### src/rtl/aes_enc_feeder.sv
// Plaintext FIFO, key-expansion sequencer and credit-gated issue for the AES-128 core.
// Optional sticky protocol-error flag when AES_FEED_ERR_EN is defined.
module aes_enc_feeder #(
   parameter int BLOCK_LENGTH   = 128,
   parameter int FIFO_DEPTH     = 4,
   parameter int KEY_EXP_CYCLES = 12,
   parameter int CREDITS        = 12
) (
   input  logic                    i_clk,
   input  logic                    i_rst,
   input  logic [BLOCK_LENGTH-1:0] i_key_in,
   input  logic                    i_key_load,
   input  logic                    i_s_valid,
   output logic                    o_s_ready,
   input  logic [BLOCK_LENGTH-1:0] i_s_data,
   output logic [BLOCK_LENGTH-1:0] o_key_out,
   output logic                    o_fsm_en,
   output logic                    o_key_ready,
   output logic [BLOCK_LENGTH-1:0] o_pt_out,
   output logic                    o_pt_en,
   input  logic                    i_credit_ret,
   output logic [7:0]              o_inflight
`ifdef AES_FEED_ERR_EN
   ,
   output logic                    o_err
`endif
);

   localparam int PW = $clog2(FIFO_DEPTH);
   localparam int CW = $clog2(KEY_EXP_CYCLES + 1);

   typedef enum logic [1:0] {
      IDLE,
      KEXP,
      RUN,
      DRAIN
   } state_t;

   state_t                  r_state;
   state_t                  w_next;
   logic [CW-1:0]           r_cnt;
   logic [BLOCK_LENGTH-1:0] r_key;
   logic [BLOCK_LENGTH-1:0] r_pend;
   logic [BLOCK_LENGTH-1:0] r_pt;
   logic                    r_pt_en;
   logic [7:0]              r_inflight;
   logic [BLOCK_LENGTH-1:0] r_mem [FIFO_DEPTH];
   logic [PW:0]             r_wp;
   logic [PW:0]             r_rp;

   logic                    w_empty;
   logic                    w_full;
   logic                    w_s_ready;
   logic                    w_push;
   logic                    w_issue;
   logic                    w_cr;
   logic                    w_fsm_en;
   logic                    w_key_ready;
   logic                    w_key_we;
   logic [BLOCK_LENGTH-1:0] w_key_d;
   logic                    w_cnt_clr;

   assign w_empty   = (r_wp == r_rp);
   assign w_full    = (r_wp[PW] != r_rp[PW]) &&
                      (r_wp[PW-1:0] == r_rp[PW-1:0]);
   assign w_s_ready = !w_full && !i_rst;
   assign w_push    = i_s_valid && w_s_ready;
   assign w_issue   = (r_state == RUN) && !w_empty &&
                      (r_inflight < 8'(CREDITS));
   // A return with nothing in flight is dropped so the count never wraps.
   assign w_cr      = i_credit_ret && (r_inflight != 8'd0);

   always_ff @(posedge i_clk) begin
      if (i_rst) r_state <= IDLE;
      else       r_state <= w_next;
   end

   always_comb begin
      w_next      = r_state;
      w_fsm_en    = 1'b0;
      w_key_ready = 1'b0;
      w_key_we    = 1'b0;
      w_key_d     = i_key_in;
      w_cnt_clr   = 1'b0;
      unique case (r_state)
         IDLE: begin
            if (i_key_load) begin
               w_key_we  = 1'b1;
               w_cnt_clr = 1'b1;
               w_next    = KEXP;
            end
         end
         KEXP: begin
            w_fsm_en = 1'b1;
            if (i_key_load) begin
               w_key_we  = 1'b1;
               w_cnt_clr = 1'b1;
            end else if (r_cnt == CW'(KEY_EXP_CYCLES - 1)) begin
               w_next = RUN;
            end
         end
         RUN: begin
            w_key_ready = 1'b1;
            if (i_key_load) w_next = DRAIN;
         end
         DRAIN: begin
            if (r_inflight == 8'd0) begin
               w_key_we  = 1'b1;
               w_key_d   = i_key_load ? i_key_in : r_pend;
               w_cnt_clr = 1'b1;
               w_next    = KEXP;
            end
         end
         default: w_next = IDLE;
      endcase
   end

   always_ff @(posedge i_clk) begin
      if (i_rst) begin
         r_cnt  <= '0;
         r_key  <= '0;
         r_pend <= '0;
      end else begin
         if (w_cnt_clr)             r_cnt <= '0;
         else if (r_state == KEXP)  r_cnt <= r_cnt + CW'(1);
         if (w_key_we)              r_key <= w_key_d;
         if (i_key_load && (r_state == RUN || r_state == DRAIN))
            r_pend <= i_key_in;
      end
   end

   always_ff @(posedge i_clk) begin
      if (w_push) r_mem[r_wp[PW-1:0]] <= i_s_data;
   end

   always_ff @(posedge i_clk) begin
      if (i_rst) begin
         r_wp       <= '0;
         r_rp       <= '0;
         r_pt       <= '0;
         r_pt_en    <= 1'b0;
         r_inflight <= 8'd0;
      end else begin
         if (w_push)  r_wp <= r_wp + 1'b1;
         if (w_issue) begin
            r_rp <= r_rp + 1'b1;
            r_pt <= r_mem[r_rp[PW-1:0]];
         end
         r_pt_en    <= w_issue;
         r_inflight <= r_inflight + {7'd0, w_issue} - {7'd0, w_cr};
      end
   end

`ifdef AES_FEED_ERR_EN
   logic                    r_err;
   logic                    r_stall_v;
   logic [BLOCK_LENGTH-1:0] r_stall_d;

   // A stalled beat must keep its data until it is accepted.
   always_ff @(posedge i_clk) begin
      if (i_rst) begin
         r_err     <= 1'b0;
         r_stall_v <= 1'b0;
         r_stall_d <= '0;
      end else begin
         r_stall_v <= i_s_valid && !w_s_ready;
         r_stall_d <= i_s_data;
         if ((i_credit_ret && r_inflight == 8'd0) ||
             (r_stall_v && i_s_valid && i_s_data != r_stall_d))
            r_err <= 1'b1;
      end
   end

   assign o_err = r_err;
`endif

   assign o_s_ready   = w_s_ready;
   assign o_key_out   = r_key;
   assign o_fsm_en    = w_fsm_en;
   assign o_key_ready = w_key_ready;
   assign o_pt_out    = r_pt;
   assign o_pt_en     = r_pt_en;
   assign o_inflight  = r_inflight;

endmodule

### config.mk
export PLATFORM = sky130hd
export DESIGN_NAME = aes_enc_feeder
export DESIGN_NICKNAME = d
export VERILOG_FILES = /design/src/rtl/aes_enc_feeder.sv
export SDC_FILE = /design/constraint.sdc
export NUM_CORES = 1
export LEC_CHECK = 0
export ABC_AREA = 0
export BUFFER_PORTS_ARGS = -buffer_cell sky130_fd_sc_hd__buf_4
export CAP_MARGIN = 25
export CORE_ASPECT_RATIO = 0.8
export CORE_MARGIN = 2
export CORE_UTILIZATION = 45
export DETAILED_ROUTE_END_ITERATION = 16
export GPL_TIMING_DRIVEN = 1
export MAX_ROUTING_LAYER = met4
export PLACE_DENSITY = 0.78
export SKIP_CTS_REPAIR_TIMING = 1
export SKIP_LAST_GASP = 1
export SLEW_MARGIN = 20
export SYNTH_ARGS = -nofsm -noshare
export SYNTH_HDL_FRONTEND = slang
export SYNTH_SLANG_ARGS = --single-unit
export TNS_END_PERCENT = 5
### constraint.sdc
create_clock -name i_clk -period 18.8 [get_ports i_clk]
set_input_delay 3.76 -clock i_clk [delete_from_list [all_inputs] [get_ports i_clk]]
set_output_delay 3.76 -clock i_clk [all_outputs]
set_load 0.03 [all_outputs]
==> results of run 1 <==
[registers in the layout, summed over array words and instances (netlist names)]
register	count
r_pend	128
o_pt_en	1
r_mem	512
r_state	2
o_inflight	8
o_pt_out	128
o_key_out	128
r_wp	3
r_rp	3
r_cnt	4
[path summary, 6_finish.rpt]
| check | from | to | slack, ns | depth (start not counted) |
|---|---|---|---|---|
| worst max-delay path | i_rst | o_s_ready | 10.65 | 3 |
| worst min-delay path | r_pend[104] | r_pend[104] | 0.45 | 2 |
| worst min register to register | r_pend[104] | r_pend[104] | 0.45 | 2 |
| worst max register to register | r_rp[2] | o_inflight[7] | 14.95 | 10 |
[power breakdown]
| group | leakage [nW] | switching [mW] | internal, mW |
|---|---|---|---|
| clock | 1.49 | 0.776 | 1.06 |
| sequential | 7.94 | 0.0899 | 2.28 |
| combinational | 6.10 | 0.629 | 0.334 |
[Yosys cell counts, drive strengths merged (2+ instances only)]
master / n
nand3: 132
o21bai: 3
o31ai: 2
nand3b: 2
mux2: 2
nor3: 10
o2bb2ai: 128
or4: 3
a31oi: 2
and2: 4
nor2: 16
xnor2: 7
buf: 75
or3: 2
xor2: 4
o21ai: 135
clkbuf: 117
nand2: 263
nand4: 2
nor2b: 3
inv: 18
mux4: 128
edfxtp: 512
ha: 25
mux2i: 132
dfxtp: 405
a21oi: 262
nor4b: 2
[metal layers]
layer	global-route usage, %	up-vias
li1	-	10010
met1	26.69	10960
met2	33.79	837
met3	6.113	164
met4	7.779	0
met5	-	-
[logic make-up after synthesis]
group	synth area share, %
AO/OA/AOI/OAI	9.559
XOR/XNOR	0.2804
adder cells (fa/ha/maj)	0.9687
buffers and inverters	2.993
flip-flops	68.35
multiplexers	12.30
AND/OR/NAND/NOR	5.550
[through the flow]
stage                     cell area [um^2]  util [%]  power (mW)
after global placement               38930     51.60       3.340
after floorplan                      34360         -       3.007
after detailed placement             38960     51.64       3.362
after global routing                 42160     55.87       5.363
after CTS                            42020     55.69       5.196
final                                42160     55.87       5.168
[area by class of cell]
cell class                      count  area share [%]
Multi-Input combinational cell   1284           23.56
Tap cell                         1012           3.004
Antenna cell                       12         0.07123
Inverter                           18          0.1603
Timing Repair Buffer              560           10.23
Clock buffer                      119           5.856
Sequential cell                   917           55.72
Clock inverter                     44           1.401
[critical path: stages]
cell and delay [ns]:
buf_8 0.28, nor2_1 0.10, buf_4 0.18
==> flow_metrics.tcl, run 1 <==
set metrics [dict create \
    final_nets 3156 \
    crit_fanout 56 \
    synth-seq-cells 917 \
    vias 21970 \
    ant_nets 0 \
    arrival_ns 4.39 \
    ys.flop_type "edfxtp_1" \
    finalWorstSetupSlack_ns 10.65 \
    io_pins 529 \
    synth_nets 2698 \
    cp-end-kind "output pin" \
    period_share_pct 43.33 \
    multi_input_area_mm2 0.009931 \
    min_path_type "register to register" \
    start_util_pct 45.54 \
    grt_overflow_total 0 \
    drcViolationCount 0 \
    placed_cells_incl_taps 3786 \
    gp_congestion 0.8481 \
    layout_common_cells "buf_4 (553), edfxtp_1 (512), dfxtp_1 (403), nand2_1 (262), a21oi_1 (262)" \
    coreArea_mm2 0.07545 \
    finalSetupTns_ns 0 \
    rows 90 \
    wl_met2_um 40770 \
    synth_area_leaders "edfxtp_1 (45%), dfxtp_1 (24%), mux4_2 (8.4%), mux2i_1 (3.8%), a21oi_1 (3.8%)" \
    syn2layout_area_growth_pct 22.69 \
    synth_area_leader_cell "edfxtp_1" \
    cellPowerDensity_mw_per_mm2 122.6 \
    dp_hpwl_um 50300 \
    relSlewSlack_pct 24.50 \
    drv_slew 0 \
    syn-instance-count 2411 \
    p_leak_nw 15.53 \
    drt-total-wl_um 84690 \
    grt_pass1_wl_um 128300 \
    clock_latency_ns 0.67 \
    setup_viol 0 \
    highest_layer "met4" \
    die_w_um 312.9 \
    cts.sinks 917 \
    hold_ws_ns 0.4507 \
    final_common_cell "buf_4" \
    clockBufferDepth 3 \
    hold_viol 0 \
    rsz0062_at_grt "false" \
    fillerInstances 5932 \
    wl_per_cell_um 21.35 \
    grt_pass1_vias 21600 \
    cts_made_buffers 88 \
    h-tree-depth 3 \
    netlist.area_leader.share_pct 44.75 \
    start_kind "input port" \
    die_h_um 251.1 \
    place_ws_ns 10.68 \
    vdd_drop_max_mv 0.1066 \
    final_layout_size_suffix_gt1_share_pct 28.89 \
    viasPerCell 5.540 \
    drt_iter0_drc 1758 \
    synth_edf_count 512 \
    ys_seq_area_share_pct 68.35 \
    wl_met1_um 33920 \
    numPortBuffers 528 \
    syn_avg_cell_area_um2 14.25 \
    synth_cell_types 47 \
    synth_area_mm2 0.03436 \
    clock.fmax_ghz 0.1227 \
    cts_tree "built" \
    status "finished clean" \
    final_cells 3966 \
    grt_usage_pct 21.51 \
    grt_max_degree 122 \
    path_clk_slew_ns 0.06 \
    path_class "input port to output pin" \
    dr.pass1.iters 5 \
    die-area_mm2 0.07859 \
    ys.warnings.count 0 \
    fin_skew_ns 0.04876 \
    synthArstFlopShare_pct 0 \
    drv_cap 0 \
    period_minus_slack_ns 8.147 \
    root_buffer "clkbuf_16" \
    worst_pin_slew_ns 1.133 \
    antenna_found_initial 12 \
    wl_met3_um 7309 \
    cp.required_ns 15.04 \
    seq_area_mm2 0.02349 \
]
Power figures use the tool's default switching activity.
==> inputs of run 2 (changes only) <==
Settings changed: ABC_AREA 0 to 1, PLACE_DENSITY 0.78 to 0.8.
Clock period 18.8 ns to 7.2 ns, I/O delays scaled along.
==> run 2 against run 1 <==
- clock skew is 0.014 ns lower
- synthesized cell count is 51% higher
- die area is 3.4% higher
- total power grew to 2.6 times the previous value
- final area is 2.5% higher
- global-route usage is 0.38 points higher
- worst hold slack worse by 0.0054 ns
- first-iteration DRC count is 48% higher
- synthesized area is 3.5% higher
- critical path depth is 4 higher
- critical endpoint unchanged
==> flow_metrics.tcl, run 2 <==
set metrics [dict create \
    status "finished clean" \
    rsz0062_at_grt "false" \
    grt_usage_pct 21.89 \
    synth_cell_types 26 \
    multi_input_area_mm2 0.009946 \
    period_minus_slack_ns 4.446 \
    grt_pass1_wl_um 138200 \
    syn2layout_area_growth_pct 21.50 \
    finalSetupTns_ns 0 \
    coreArea_mm2 0.07851 \
    path_clk_slew_ns 0.06 \
    cts_tree "built" \
    gp_congestion 0.8101 \
    period_share_pct 61.76 \
    grt_pass1_vias 25080 \
    path_delay_family "flip-flops" \
    wl_met1_um 36640 \
    rows 92 \
    clock.fmax_ghz 0.2249 \
    synth_edf_count 512 \
    ant_nets 0 \
    final_common_cell "nand2_1" \
    numPortBuffers 528 \
    highest_layer "met4" \
    final_layout_size_suffix_gt1_share_pct 17.17 \
    wl_met3_um 7200 \
    hold_ws_ns 0.4453 \
    clockBufferDepth 3 \
    cp_cell_sequence "inv_4 > nand2_1 > nand2_1 > nand3_1 > nand2_1 > inv_1 > buf_4" \
    layout_common_cells "nand2_1 (680), buf_4 (541), nor2_1 (536), o21ai_0 (513), edfxtp_1 (512)" \
    viasPerCell 5.168 \
    cellPowerDensity_mw_per_mm2 314.9 \
    grt_overflow_total 0 \
    synth_common_cells "nand2_1 (681), nor2_1 (541), o21ai_0 (513)" \
    min_path_type "register to register" \
    syn-instance-count 3651 \
    netlist.area_leader.share_pct 43.24 \
    cp.required_ns 5.76 \
    synthArstFlopShare_pct 0 \
    ys.flop_type "edfxtp_1" \
    start_kind "register" \
    synth-seq-cells 917 \
    dr.pass1.iters 6 \
    vdd_drop_max_mv 0.1895 \
    drv_cap 0 \
    drt-total-wl_um 89400 \
    start_util_pct 45.29 \
    synth_area_leaders "edfxtp_1 (43%), dfxtp_1 (23%), o21ai_0 (7.2%), nand2_1 (7.2%), nor2_1 (5.7%)" \
    cp-end-kind "output pin" \
    crit_top_cell "nand2_1" \
    ys_seq_area_share_pct 66.04 \
    p_leak_nw 18.06 \
    die-area_mm2 0.08130 \
    vias 26750 \
    synth_area_leader_cell "edfxtp_1" \
    path_class "register to output pin" \
    synth_area_mm2 0.03556 \
    seq_area_mm2 0.02349 \
    antenna_found_initial 9 \
    setup_viol 0 \
    postLayoutCoreUtil_pct 55.03 \
    yosysMostFrequentCell "nand2_1" \
    crit_fanout 77 \
    die_h_um 255.4 \
    largest_register_ffs 512 \
    relSlewSlack_pct 22.94 \
    drv_slew 0 \
    final_nets 4342 \
    drcViolationCount 0 \
    max_stage_delay_ns 0.93 \
    root_buffer "clkbuf_16" \
    wl_per_cell_um 17.27 \
    h-tree-depth 3 \
    arrival_ns 3.01 \
    synth_nets 3938 \
    grt_max_degree 257 \
    die_w_um 318.3 \
    cp_num_buf_inv 3 \
    cp_slowest_cell "dfxtp_4" \
    hold_viol 0 \
    syn_avg_cell_area_um2 9.739 \
    wl_met2_um 42940 \
    ys.warnings.count 0 \
    cts_made_buffers 90 \
    io_pins 529 \
    worst_pin_slew_ns 1.156 \
    clock_latency_ns 0.66 \
    drt_iter0_drc 2603 \
    dp_hpwl_um 52720 \
    fin_skew_ns 0.03521 \
    cts.sinks 917 \
    fillerInstances 6572 \
]
## run 2: cell families after synthesis
family                   after synthesis  synth area share, %
AO/OA/AOI/OAI                        789                11.56
XOR/XNOR                               3              0.07391
adder cells (fa/ha/maj)               26               0.9360
buffers and inverters                537                6.172
flip-flops                           917                66.04
multiplexers                           1              0.02815
AND/OR/NAND/NOR                     1378                15.19
## run 2: worst paths after layout
| check | slack (ns) | start | end | cells after the start |
|---|---|---|---|---|
| max | 2.75 | r_rp[1] | o_s_ready | 7 |
| min | 0.45 | r_pend[78] | r_pend[78] | 2 |
| max reg2reg | 3.17 | r_rp[1] | r_mem[0][20] | 7 |
| min reg2reg | 0.45 | r_pend[78] | r_pend[78] | 2 |
## run 2: layout make-up
class	count	share of cell area (%)
Sequential cell	917	54.37
Multi-Input combinational cell	2197	23.02
Timing Repair Buffer	553	10.03
Clock buffer	124	5.882
Tap cell	1034	2.994
Inverter	296	2.606
Clock inverter	43	1.031
Antenna cell	12	0.06950
## run 2: power by group
part,internal (mW),switching [mW]
clock,2.67,2.02
combinational,0.862,1.77
sequential,6.05,0.228
total,9.58,4.02
## run 2: worst register-to-register path, cell delays in order (launching register included)
cell and delay, ns:
dfxtp_4 0.93, inv_4 0.51, nand2_1 0.16, nand2_1 0.11, nand3_1 0.14, nand3_1 0.38
nor2_4 0.85, buf_12 0.48
## run 2: layer usage
metal / vias up / track usage, %
li1: 12990 / -
met1: 12670 / 27.14
met2: 928 / 35.18
met3: 162 / 5.216
met4: 0 / 7.596
met5: - / -
## run 2: through the flow
| step | cell area, um^2 | total power, mW | std cells | setup WS, ns |
|---|---|---|---|---|
| CTS | 43060 | 13.67 | 5160 | 2.722 |
| global placement | 40080 | 8.916 | 4993 | 2.641 |
| global route | 43200 | 14.20 | 5173 | 2.525 |
| finish | 43200 | 13.60 | 5176 | 2.754 |
| floorplan | 35560 | 8.056 | 3651 | -0.5061 |
| detailed placement | 40080 | 8.993 | 4993 | 2.608 |
==> inputs of run 3 (changes only) <==
Clock period 7.2 ns to 3.7 ns, I/O delays scaled along.
==> run 3 against run 2 <==
- worst hold slack worse by 0.16 ns
- sequential share of layout area down 0.31 points
- total power up 97%
- sequential power up 95%
- count of clock-buffer cells in the layout down 10
- largest cell class unchanged
- largest power group unchanged
==> flow_metrics.tcl, run 3 (synthesis results as in run 2) <==
set metrics [dict create \
    crit_fanout 45 \
    cp_num_buf_inv 2 \
    period_minus_slack_ns 3.333 \
    dr.pass1.iters 5 \
    critical_path_depth 14 \
    relSlewSlack_pct 20.14 \
    setup_viol 0 \
    start_kind "register" \
    cts_made_buffers 87 \
    path_clk_slew_ns 0.07 \
    coreArea_mm2 0.07851 \
    crit_top_cell "ha_1" \
    vdd_drop_max_mv 0.3838 \
    drt_iter0_drc 2648 \
    grt_pass1_vias 25290 \
    gp_congestion 0.8266 \
    path_delay_family "adder cells" \
    viasPerCell 5.179 \
    cp-end-kind "register" \
    final_layout_size_suffix_gt1_share_pct 17.45 \
    numPortBuffers 528 \
    clockBufferDepth 3 \
    hold_depth 1 \
    drv_cap 0 \
    min_path_type "input port to register" \
    regToRegSetupSlack_ns 0.37 \
    ant_nets 0 \
    die-area_mm2 0.08130 \
    die_h_um 255.4 \
    clock.fmax_ghz 0.3000 \
    grt_usage_pct 21.88 \
    start_util_pct 45.29 \
    hold_start "i_s_data[46]" \
    syn2layout_area_growth_pct 22.20 \
    period_share_pct 90.08 \
    rsz0062_at_grt "false" \
    grt_overflow_total 0 \
    drcViolationCount 0 \
    cts.sinks 917 \
    cts_tree "built" \
    wl_per_cell_um 17.14 \
    path_class "register to register" \
    hold_viol 0 \
    min_delay_worst_endpoint "r_mem[0][46]" \
    fin_skew_ns 0.03941 \
    dp_hpwl_um 52780 \
    p_leak_nw 18.18 \
    cp_cell_sequence "inv_1 > ha_1 > nand3_1 > nor2_1 > nand2_8 > ha_1 > inv_1 > ha_1 > fa_1 > nand2_1 > a21oi_1 > o21ai_0 > nand2_1 > nor2_1" \
    rows 92 \
    cp.required_ns 4.27 \
    vias 26810 \
    status "finished clean" \
    final_nets 4351 \
    grt_max_degree 227 \
    drt-total-wl_um 88730 \
    die_w_um 318.3 \
    reg2reg_from "r_state[0]" \
    grt_pass1_wl_um 138300 \
    h-tree-depth 3 \
    antenna_found_initial 6 \
    reg2reg_to "o_inflight[4]" \
    io_pins 529 \
    arrival_ns 3.90 \
    largest_register_ffs 512 \
    hold_ws_ns 0.2838 \
    fillerInstances 6410 \
    cp_slowest_cell "nor2_1" \
    r2r_cells 14 \
    max_stage_delay_ns 0.55 \
    clock_latency_ns 0.65 \
    finalSetupTns_ns 0 \
    layout_common_cells "nand2_1 (680), buf_4 (548), nor2_1 (536), o21ai_0 (513), edfxtp_1 (512)" \
    drv_slew 0 \
    worst_pin_slew_ns 1.198 \
    cellPowerDensity_mw_per_mm2 617.7 \
    final_common_cell "nand2_1" \
    root_buffer "clkbuf_16" \
]
run 3: cell count changes in the layout (fill, tap and decap cells not counted), moves of 2 or more:
cell and delta:
inv_6 -2, clkbuf_8 -3, diode_2 -6, buf_4 +7, clkbuf_1 -7, buf_16 -3, clkinv_2 -4, buf_12 +8
bufinv_16 +6
run 3: power breakdown:
group	leakage, nW	total, mW	switching, mW	internal [mW]
logic	8.72	5.18	3.46	1.71
clock network	1.51	9.45	3.90	5.55
registers	7.95	12.2	0.447	11.8
run 3: layer usage:
metal | vias up | track usage (%) | wire (um)
met5 | - | - | 0
met4 | 0 | 8.228 | 2815
met3 | 170 | 4.962 | 6571
met2 | 889 | 34.42 | 42110
met1 | 12750 | 27.70 | 37230
li1 | 13010 | - | -
run 3: area by class of cell:
| class | instances | area [um^2] | area share (%) |
|---|---|---|---|
| diodes | 6 | 15.01 | 0.03456 |
| flip-flops and latches | 917 | 23490 | 54.06 |
| clock inverters | 48 | 644.4 | 1.483 |
| multi-input cells | 2197 | 9946 | 22.89 |
| well taps | 1034 | 1294 | 2.978 |
| repair buffers | 565 | 4462 | 10.27 |
| clock buffers | 114 | 2474 | 5.693 |
| inverters | 296 | 1126 | 2.592 |
run 3: how the worst max path moves through the flow:
| stage | from | end | slack, ns |
|---|---|---|---|
| 2_1_floorplan | i_rst | r_mem[3][0] | -1.20 |
| 3_3_place_gp | r_state[0] | o_inflight[4] | 0.44 |
| 3_5_place_dp | r_state[0] | o_inflight[4] | 0.37 |
| 4_1_cts | r_state[0] | o_inflight[4] | 0.35 |
| 5_1_grt | r_state[0] | o_inflight[4] | 0.06 |
| 6_report | r_state[0] | o_inflight[4] | 0.37 |
run 3: metrics by stage:
step           util, %  worst slack [ns]  power [mW]  instances  cell area, um^2
6_report         55.35            0.3672       26.84       5177            43450
5_1_grt          55.35           0.06286       27.99       5177            43450
4_1_cts          55.29            0.3473       27.01       5170            43410
3_5_place_dp     51.32            0.3730       17.56       5008            40290
3_3_place_gp     51.32            0.4416       17.42       5008            40290
2_1_floorplan        -            -1.204       15.66       3651            35570
